File: src/rtl/conv2d_systolic_param.sv
// Parametrised 2-D convolution engine: captures image and filter on start, then
// evaluates each output pixel as a sequence of P-wide tap groups.
module conv2d_systolic_param #(
    parameter int DW     = 8,
    parameter int IN_DIM = 4,
    parameter int K      = 3,
    parameter int P      = 3,
    parameter int SAT    = 0,
    parameter int SHIFT  = 0
) (
    input  logic                                         clk,
    input  logic                                         rst,
    input  logic                                         start,
    input  logic [IN_DIM*IN_DIM*DW-1:0]                  img,
    input  logic [K*K*DW-1:0]                            flt,
    output logic                                         busy,
    output logic                                         done,
    output logic                                         out_valid,
    output logic [(IN_DIM-K+1)*(IN_DIM-K+1)*DW-1:0]      out
);

    localparam int OUT_DIM = IN_DIM - K + 1;
    localparam int TAPS    = K * K;
    localparam int G       = (TAPS + P - 1) / P;
    localparam int NOUT    = OUT_DIM * OUT_DIM;
    localparam int NIMG    = IN_DIM * IN_DIM;
    localparam int AW      = 2 * DW + $clog2(TAPS);
    localparam int OW      = (NOUT > 1) ? $clog2(NOUT) : 1;
    localparam int GW      = (G > 1) ? $clog2(G) : 1;
    localparam int IW      = (NIMG > 1) ? $clog2(NIMG) : 1;
    localparam int FW      = (TAPS > 1) ? $clog2(TAPS) : 1;
    localparam logic [AW-1:0] MAXV = AW'({DW{1'b1}});

    typedef enum logic [1:0] {S_IDLE, S_RUN, S_FIN} state_t;

    state_t               state_q;
    logic [OW-1:0]        o_q;
    logic [GW-1:0]        g_q;
    logic [AW-1:0]        acc_q;
    logic [AW-1:0]        acc_d;
    logic                 busy_q;
    logic                 done_q;
    logic                 valid_q;
    logic [DW-1:0]        res_q [NOUT];
    logic [NIMG*DW-1:0]   img_q;
    logic [TAPS*DW-1:0]   flt_q;
    logic [DW-1:0]        img_e [NIMG];
    logic [DW-1:0]        flt_e [TAPS];
    logic                 accept;

    assign accept = (state_q == S_IDLE) && start;

    // Operand copies are data-only registers; they load solely on an accepted start.
    always_ff @(posedge clk) begin
        if (accept) begin
            img_q <= img;
            flt_q <= flt;
        end
    end

    for (genvar i = 0; i < NIMG; i++) begin : g_img
        assign img_e[i] = img_q[i*DW +: DW];
    end
    for (genvar i = 0; i < TAPS; i++) begin : g_flt
        assign flt_e[i] = flt_q[i*DW +: DW];
    end

    // Product of one tap for output slot oi; padding taps of the last group give zero.
    function automatic logic [2*DW-1:0] tap_product(input int oi, input int t);
        int r;
        int c;
        int kr;
        int kc;
        if (t >= TAPS) return '0;
        r  = oi / OUT_DIM;
        c  = oi % OUT_DIM;
        kr = t / K;
        kc = t % K;
        return img_e[IW'((r + kr) * IN_DIM + c + kc)] * flt_e[FW'(t)];
    endfunction

    function automatic logic [DW-1:0] post_proc(input logic [AW-1:0] s);
        logic [AW-1:0] sh;
        sh = s >> SHIFT;
        if ((SAT != 0) && (sh > MAXV)) return '1;
        return sh[DW-1:0];
    endfunction

    always_comb begin
        acc_d = acc_q;
        for (int l = 0; l < P; l++) begin
            acc_d = acc_d + AW'(tap_product(int'(o_q), int'(g_q) * P + l));
        end
    end

    always_ff @(posedge clk or negedge rst) begin
        if (!rst) begin
            state_q <= S_IDLE;
            o_q     <= '0;
            g_q     <= '0;
            acc_q   <= '0;
            busy_q  <= 1'b0;
            done_q  <= 1'b0;
            valid_q <= 1'b0;
            for (int i = 0; i < NOUT; i++) res_q[i] <= '0;
        end else begin
            done_q <= 1'b0;
            case (state_q)
                S_IDLE: begin
                    if (start) begin
                        state_q <= S_RUN;
                        busy_q  <= 1'b1;
                        valid_q <= 1'b0;
                        o_q     <= '0;
                        g_q     <= '0;
                        acc_q   <= '0;
                    end
                end
                S_RUN: begin
                    if (g_q == GW'(G - 1)) begin
                        res_q[o_q] <= post_proc(acc_d);
                        acc_q      <= '0;
                        g_q        <= '0;
                        if (o_q == OW'(NOUT - 1)) begin
                            state_q <= S_FIN;
                            busy_q  <= 1'b0;
                        end else begin
                            o_q <= o_q + 1'b1;
                        end
                    end else begin
                        acc_q <= acc_d;
                        g_q   <= g_q + 1'b1;
                    end
                end
                S_FIN: begin
                    state_q <= S_IDLE;
                    done_q  <= 1'b1;
                    valid_q <= 1'b1;
                end
                default: state_q <= S_IDLE;
            endcase
        end
    end

    assign busy      = busy_q;
    assign done      = done_q;
    assign out_valid = valid_q;

    for (genvar i = 0; i < NOUT; i++) begin : g_out
        assign out[i*DW +: DW] = res_q[i];
    end

endmodule

File: config.mk
export PLATFORM = sky130hd
export DESIGN_NAME = conv2d_systolic_param
export DESIGN_NICKNAME = d
export VERILOG_FILES = /design/src/rtl/conv2d_systolic_param.sv
export SDC_FILE = /design/constraint.sdc
export NUM_CORES = 1
export LEC_CHECK = 0
export BUFFER_PORTS_ARGS = -buffer_cell sky130_fd_sc_hd__buf_4
export CORE_ASPECT_RATIO = 1.5
export CORE_UTILIZATION = 50
export DETAILED_ROUTE_END_ITERATION = 10
export GPL_TIMING_DRIVEN = 1
export HOLD_SLACK_MARGIN = 0.03
export PLACE_DENSITY_LB_ADDON = 0.15
export REMOVE_ABC_BUFFERS = 1
export SLEW_MARGIN = 15
export SYNTH_ARGS = -nofsm -noshare
export SYNTH_HDL_FRONTEND = slang
export SYNTH_SLANG_ARGS = --single-unit
export TNS_END_PERCENT = 20
File: constraint.sdc
create_clock -name clk -period 26.4 [get_ports clk]
set_clock_uncertainty 0.15 [all_clocks]
set_input_delay 1.32 -clock clk [delete_from_list [all_inputs] [get_ports clk]]
set_output_delay 1.32 -clock clk [all_outputs]
set_load 0.02 [all_outputs]
### Word level (Yosys, flattened, before mapping)

Index checks and enable logic that the tools add are counted.

* logic and storage cells: 126
* input bits: 203
* output and inout bits: 35
* flip-flop bits (word level): 261

* $mul: 4
* divide/modulo/power cells: 6
* reductions and logical operators: 11
* magnitude comparators: 11
* $add $sub $neg: 16
* muxes and demuxes: 50
* bitwise logic cells: 7
* equality and inequality tests: 8

Operator list (number)
* binary-select mux 8 bit (select 4 bit): 6
* 2-to-1 mux 8 bit: 13
* divider 32 x 3 -> 32 bit (second input constant): 3
* modulo 32 x 3 -> 32 bit (second input constant): 3
* 2-to-1 mux 16 bit: 6
* >= comparator 32 x 5 -> 1 bit (second input constant): 2
* adder 20 x 16 -> 20 bit: 3
* multiplier 8 x 8 -> 16 bit: 3
* 2-to-1 mux 20 bit: 2
* one-hot mux 20 bit (2 select lines): 1
* adder 32 x 2 -> 32 bit (second input constant): 1
* bitwise mux 32 bit: 1
* >= comparator 4 x 5 -> 1 bit (second input constant): 6
* inverter 4 bit: 6
* demux 8 bit (select 2 bit): 1
* 2-to-1 mux 2 bit: 7
* adder 4 x 2 -> 4 bit: 3
* adder 4 bit: 3
* one-hot mux 2 bit (2 select lines): 3
* 2-to-1 mux 1 bit: 8
* != test 2 bit (second input constant): 4
* AND reduction 4 bit: 2
* adder 2 bit: 3
* equality test 2 bit (second input constant): 3
* 14 further kinds: 20

### Logic depth before layout (Yosys ltp)

Gate-level depths: netlist of the first run.

* word-level depth: 16
* mapped depth: 58
* depth with buffers taken out: 51

### Least setup slack after synthesis of the first run

Ideal clock, no wire load.

* kind: input to register
* start point: input port start
* end point: register o_q[0]
* cell stages on the path: 3
* setup slack: 7.854 ns
* buffers on the path: 0
* library setup time: 0.142 ns
* arrival time: 18.254 ns
* data required time: 26.108 ns
* cells stage by stage: nor3b_1 o21ai_0 mux2_2

* cells in the longest elaborated chain, start to end: 2

Ends and longest elaborated chain
* start: declaration: line 13 `input logic start,`
* != test 2 bit (no line)
* AND reduction 4 bit (no line)
* end signal: assignment: line 128 `o_q <= o_q + 1'b1;`
* end: declaration: line 37 `logic [OW-1:0] o_q;`

No other way between the ends.
A chain may end at the register's enable or synchronous reset.

### Worst setup path after layout of the first run

* start point: register g_q[0]
* end point: register res_q (netlist bit out[31])

* cells in the longest elaborated chain, start to end: 15
* elaborated cells between the ends (all ways): 60
* classes of those cells: add/sub: 14; mul: 4; div: 6; order compare: 3; eq/ne: 1; mux: 25; bitwise: 6; reduce/logical: 1

Ends and longest elaborated chain
* start: declaration: line 38 `logic [GW-1:0] g_q;`
* start signal: assignment: line 132 `g_q <= g_q + 1'b1;`
* multiplier 2 x 2 -> 4 bit: line 92 `acc_d = acc_d + AW'(tap_product(int'(o_q), int'(g_q) * P + l));`
* adder 32 x 2 -> 32 bit or divider 32 x 3 -> 32 bit (tied branches): line 92, 77
* divider 32 x 3 -> 32 bit or adder 2 bit (tied branches): line 77, 79
* adder 2 bit or adder 4 x 2 -> 4 bit (tied branches): line 79 `return img_e[IW'((r + kr) * IN_DIM + c + kc)] * flt_e[FW'(t)];`
* adder 4 x 2 -> 4 bit or adder 4 bit (tied branches): line 79
* adder 4 bit or inverter 4 bit (tied branches): line 79
* inverter 4 bit (not written as such) or binary-select mux 8 bit (select 4 bit) (tied branches): line 79
* binary-select mux 8 bit (select 4 bit) or 2-to-1 mux 8 bit (tied branches): line 79
* 2-to-1 mux 8 bit (not written as such): line 79
* 2-to-1 mux 8 bit (not written as such) or multiplier 8 x 8 -> 16 bit (tied branches): line 79
* multiplier 8 x 8 -> 16 bit or 2-to-1 mux 16 bit (tied branches): line 79, 75
* 2-to-1 mux 16 bit or adder 20 x 16 -> 20 bit (tied branches): line 75, 92
* adder 20 x 16 -> 20 bit (2 in series): line 92
* bitwise mux 32 bit: line 121 `res_q[o_q] <= post_proc(acc_d);`
* end signal: indexed assignment: line 121
* end: declaration: line 44 `logic [DW-1:0] res_q [NOUT];`

Several ways; a longest one is shown, not always the timed one. The select of a mux whose other input is x is not followed.

==> impl_metrics.json, run 1 <==
{
  "grtUsageTotal_pct": 24.9,
  "startpoint": "g_q[0]",
  "cts-root-buf": "clkbuf_16",
  "grt_max_degree": 86,
  "ys_seq_area_share_pct": 42.3,
  "syn_inst": 1274,
  "core_area_um2": 33500,
  "netlist_area_um2": 17100,
  "drc": 0,
  "fin_area_um2": 20100,
  "r2r_setup_slack_ps": 12120,
  "async_flop_share_pct": 19.7,
  "wire_per_inst_um": 21.7,
  "fin_crit_sh_pct": 54.1,
  "post_cts_buffers": 0,
  "status": "completed",
  "dr.pass1.iters": 7,
  "maxCapViolations": 0,
  "yosysWarnings": 0,
  "slew_viol_final": 0,
  "cts_tree": "yes",
  "max_freq_mhz": 70.0,
  "grt_setup_unrepaired": "false",
  "cp-start-kind": "register",
  "synth_edf_count": 200,
  "grt_pass1_wl_um": 66800,
  "crit_path_top_delay_cell": "ha_1",
  "drive_gt1_share_pct": 32.6,
  "viasPerCell": 5.90,
  "ctsHoldBuffers": 0,
  "syn_area_per_cell_um2": 13.4,
  "cpPeakStageDelay_ps": 670,
  "muxShareOfSynthArea_pct": 23.7,
  "finalHoldViolCount": 0,
  "cp-end-kind": "register",
  "overflow": 0,
  "cp_common_cell": "ha_1",
  "mostFrequentLayoutCell": "buf_4",
  "clkSinkCount": 249,
  "drt_iter0_markers": 625,
  "die_w_um": 153,
  "clk_pin_slew_worst_paths_ps": 70,
  "synth_cell_types": 72,
  "die_area_um2": 35000,
  "initial_core_util_pct": 51.0,
  "numCtsBuffers": 25,
  "final_cell_mix": "254 x buf_4, 200 x edfxtp_1, 131 x mux4_2, 111 x nor2_1, 84 x ha_1",
  "required_ps": 26660,
  "synth-simple-area-share_pct": 7.99,
  "r2r-end": "out[31]",
  "wl_um": 41900,
  "synth_xor_area_share_pct": 3.89,
  "setup_viol": 0,
  "cts_resized": 0,
  "n_antenna_cell": 0,
  "die_h_um": 229,
  "numPortBuffers": 237,
  "dp_hpwl_um": 32000,
  "r2r-start": "g_q[0]",
  "syn2layout_area_growth_pct": 17.8,
  "worstPathArrival_ps": 14540,
  "finalCriticalPeriod_ps": 14280,
  "grt_pass1_vias": 12300,
  "io_pins": 238,
  "critical_path_class": "register to register",
  "yosys.area_share.adder_pct": 12.2,
  "relSlewSlack_pct": 17.8,
  "reg2reg_depth": 48,
  "globalplace.congestion": 0.875,
  "tns_ps": 0,
  "tightest_slew_ps": 1220,
  "rows": 82,
  "fin_nets": 1832,
  "cp_max_fo": 18,
  "htree_num_levels": 1,
  "antenna_found_initial": 0,
  "antenna_left": 0,
  "clk_path_buf_depth": 3,
  "hold_path.class": "register to register",
  "place_inst": 1885,
  "synth_compound_gate_area_share_pct": 6.29,
  "synthFlopType": "edfxtp_1",
  "cp-endpoint": "out[31]",
  "vias": 11400,
  "synth_top_family_by_area": "multiplexers",
  "clock_latency_ps": 540,
  "place_area_um2": 19300,
  "fillerInstances": 2676,
  "final_cell_count_no_fill": 1930,
  "synth-seq-cells": 249
}
==> metal layers <==
metal / GRT usage, % / wire (um) / vias up
met5: 0 / 0 / -
met4: 9.34 / 1410 / 0
met3: 3.19 / 1950 / 76
met2: 47.4 / 23000 / 354
met1: 28.1 / 15600 / 5703
li1: - / - / 5250
==> state kept, by name, indices dropped and copies added (netlist names) <==
register	cells
busy	1
out	32
done	1
g_q	2
acc_q	8
out_valid	1
flt_q	72
img_q	128
state_q	2
o_q	2
==> synthesized netlist by cell type (8+ instances only) <==
cell type | n | area share (%)
or2_2 | 8 | 0.29
mux4_2 | 131 | 17
mux2_2 | 36 | 2.4
a21o_1 | 8 | 0.35
nand2b_1 | 16 | 0.59
ha_1 | 87 | 6.4
buf_1 | 12 | 0.26
nand2_1 | 78 | 1.7
nor2b_1 | 20 | 0.73
dfrtp_1 | 49 | 7.2
nor3_1 | 11 | 0.32
a32oi_1 | 8 | 0.41
clkbuf_1 | 30 | 0.66
mux2i_1 | 52 | 3.0
fa_1 | 50 | 5.9
a21oi_1 | 34 | 0.99
nor2_1 | 111 | 2.4
xor2_1 | 12 | 0.61
o21ai_1 | 8 | 0.23
inv_1 | 77 | 1.7
nand3_1 | 14 | 0.41
xnor2_1 | 43 | 2.2
o21ai_0 | 43 | 1.3
edfxtp_1 | 200 | 35
buf_2 | 10 | 0.29
==> final cells by class <==
type | count | area, um2 | share of cell area, %
inverters | 78 | 293 | 1.45
clock inverters | 12 | 150 | 0.745
well taps | 420 | 526 | 2.61
clock buffers | 33 | 728 | 3.62
multi-input cells | 884 | 9310 | 46.2
flip-flops and latches | 249 | 7230 | 35.9
repair buffers | 254 | 1910 | 9.47
==> critical path: cells and delay by family (launching register included) <==
kind	cells	cell delay (ps)
AOI/OAI and AO/OA	10	2400
xor gates and xnor gates	12	2650
adders and majority gates	11	4710
buffers and inverters	5	1040
DFF	1	410
muxes	2	680
and+or+nand+nor	8	2030
==> worst min path at each step <==
stage	startpoint	end	slack (ps)	cells after the start
2_1_floorplan	acc_q[7]	acc_q[7]	330	2
3_3_place_gp	out[29]	out[29]	310	2
3_5_place_dp	out[19]	out[19]	320	2
4_1_cts	out[19]	out[19]	340	2
5_1_grt	out[14]	out[14]	370	2
6_report	out[14]	out[14]	330	2
==> through the flow <==
| stage | hold WS, ps | worst slack, ps | util [%] |
|---|---|---|---|
| floorplan | 326 | 7850 | - |
| detailed placement | 322 | 12300 | 57.4 |
| CTS | 336 | 12260 | 60.0 |
| finish | 329 | 12120 | 60.0 |
| global placement | 314 | 12660 | 57.4 |
| global route | 369 | 11160 | 60.0 |
==> logic make-up (layout without fill, tap and decap cells) <==
logic type	after synthesis	after routing
compound gates	162	162
mux	227	227
fa+ha+maj	137	137
simple gates	294	294
buf+inv	141	377
xor+xnor	64	64
flops	249	249
Power of run 1 is left out: the tool's default activity adds up to more than one toggle a clock period on the data nets, which glitch-free logic cannot reach.
==> run 2: changes to the inputs <==
==> constraint.sdc (replaced) <==
create_clock -name clk -period 12.75 [get_ports clk]
set_clock_uncertainty 0.15 [all_clocks]
set_input_delay 0.6375 -clock clk [delete_from_list [all_inputs] [get_ports clk]]
set_output_delay 0.6375 -clock clk [all_outputs]
set_load 0.02 [all_outputs]
==> impl_metrics.json, run 2 (synthesized netlist as in run 1, its figures left out) <==
{
  "grt_max_degree": 203,
  "die_w_um": 153,
  "grt_pass1_vias": 12300,
  "fillerInstances": 2600,
  "numPortBuffers": 237,
  "r2r_setup_slack_ps": 750,
  "die_h_um": 229,
  "largest_register_ff_count": 128,
  "cp_common_cell": "xnor2_1",
  "clk_path_buf_depth": 3,
  "maxCapViolations": 0,
  "fin_area_um2": 20400,
  "io_pins": 238,
  "crit_path_top_delay_cell": "fa_1",
  "grt_pass1_wl_um": 66300,
  "path_buf_inv": 7,
  "tightest_slew_ps": 1300,
  "wire_per_inst_um": 21.6,
  "globalplace.congestion": 0.875,
  "grtUsageTotal_pct": 24.8,
  "setup_slack_ps": 746,
  "slew_viol_final": 0,
  "required_ps": 13010,
  "initial_core_util_pct": 51.0,
  "status": "completed",
  "cpPeakStageDelay_ps": 540,
  "dp_hpwl_um": 32700,
  "antenna_left": 0,
  "cts_tree": "yes",
  "overflow": 0,
  "mostFrequentLayoutCell": "buf_4",
  "startpoint": "g_q[0]",
  "regMostFlops": "img_q",
  "rows": 82,
  "clock_latency_ps": 560,
  "hold_path.class": "input port to register",
  "drc": 0,
  "viasPerCell": 5.87,
  "finalHoldViolCount": 0,
  "clk_pin_slew_worst_paths_ps": 60,
  "setup_viol": 0,
  "die_area_um2": 35000,
  "wl_um": 42300,
  "core_area_um2": 33500,
  "r2r-start": "g_q[0]",
  "cp-end-kind": "register",
  "dr.pass1.iters": 5,
  "fin_util_pct": 60.7,
  "crit_family": "adder cells",
  "fin_crit_sh_pct": 94.1,
  "worstPathArrival_ps": 12260,
  "final_cell_mix": "278 x buf_4, 200 x edfxtp_1, 131 x mux4_2, 110 x nor2_1, 80 x ha_1",
  "critical_path_class": "register to register",
  "relSlewSlack_pct": 13.6,
  "place_area_um2": 19400,
  "finalCriticalPeriod_ps": 12000,
  "clkSinkCount": 249,
  "htree_num_levels": 1,
  "cp-start-kind": "register",
  "fin_nets": 1861,
  "pre_cts_slack_ps": -112,
  "vias": 11500,
  "hold_slack_ps": 103,
  "numCtsBuffers": 24,
  "cts-root-buf": "clkbuf_16",
  "drt_iter0_markers": 630,
  "cp_max_fo": 13,
  "max_freq_mhz": 83.3,
  "min_from": "img[78]",
  "n_antenna_cell": 0,
  "drive_gt1_share_pct": 34.7,
  "antenna_found_initial": 0,
  "syn2layout_area_growth_pct": 19.1
}
## run 2: changes by cell type in the layout (fill, tap and decap cells not counted), sizes merged
cell | before | now
clkbuf | 33 | 29
buf | 254 | 283
clkinv | 7 | 10
clkinvlp | 0 | 3
dlygate4sd3 | 0 | 1
bufinv | 3 | 1
inv | 80 | 79
## run 2: metrics by stage
stage               std cells  TNS [ps]
global route             1959     -73.6
global placement         1901         0
floorplan                1211   -731640
CTS                      1946         0
detailed placement       1901      -529
finish                   1959         0
## run 2: worst register-to-register path: cells and delay by family (launching register included)
kind	cells	cell delay, ps
adder cells (fa/ha/maj)	10	3580
XOR/XNOR	13	2840
AO/OA/AOI/OAI	10	1870
AND/OR/NAND/NOR	8	1520
buffers and inverters	7	860
multiplexers	2	640
flip-flops	1	420
## run 2: repair_timing
action                                  CTS  global route
hold endpoints to repair                 49             0
resized for setup                         1            19
buffers inserted                          0            13
hold buffers                              1             0
pin swaps                                 0             2
cloned                                    0             0
endpoints found under the setup margin    5             5
## run 2: layout make-up
type	instances	area, um2	area share, %
timing repair buffer	284	2180	10.7
tap	420	526	2.58
clock inverter	15	115	0.565
clock buffer	29	672	3.30
multi-input combinational	884	9360	45.9
inverter	78	293	1.44
sequential	249	7230	35.5
## run 2: routing by layer
layer,GRT usage [%],share of wire (%),up-vias
met5,0,0,-
met4,11.3,4.4,0
met3,3.15,5.0,89
met2,46.3,54,384
met1,28.0,37,5721
li1,-,-,5307
## run 2: final timing paths
kind,endpoint,cells past startpoint
setup / recovery,out[23],50
hold / removal,img_q[78],1
setup reg to reg,out[23],50
hold reg to reg,out[20],2
max in group asynchronous,out[26],2
min in group asynchronous,state_q[0],2
Power of run 2 is left out for the same reason.
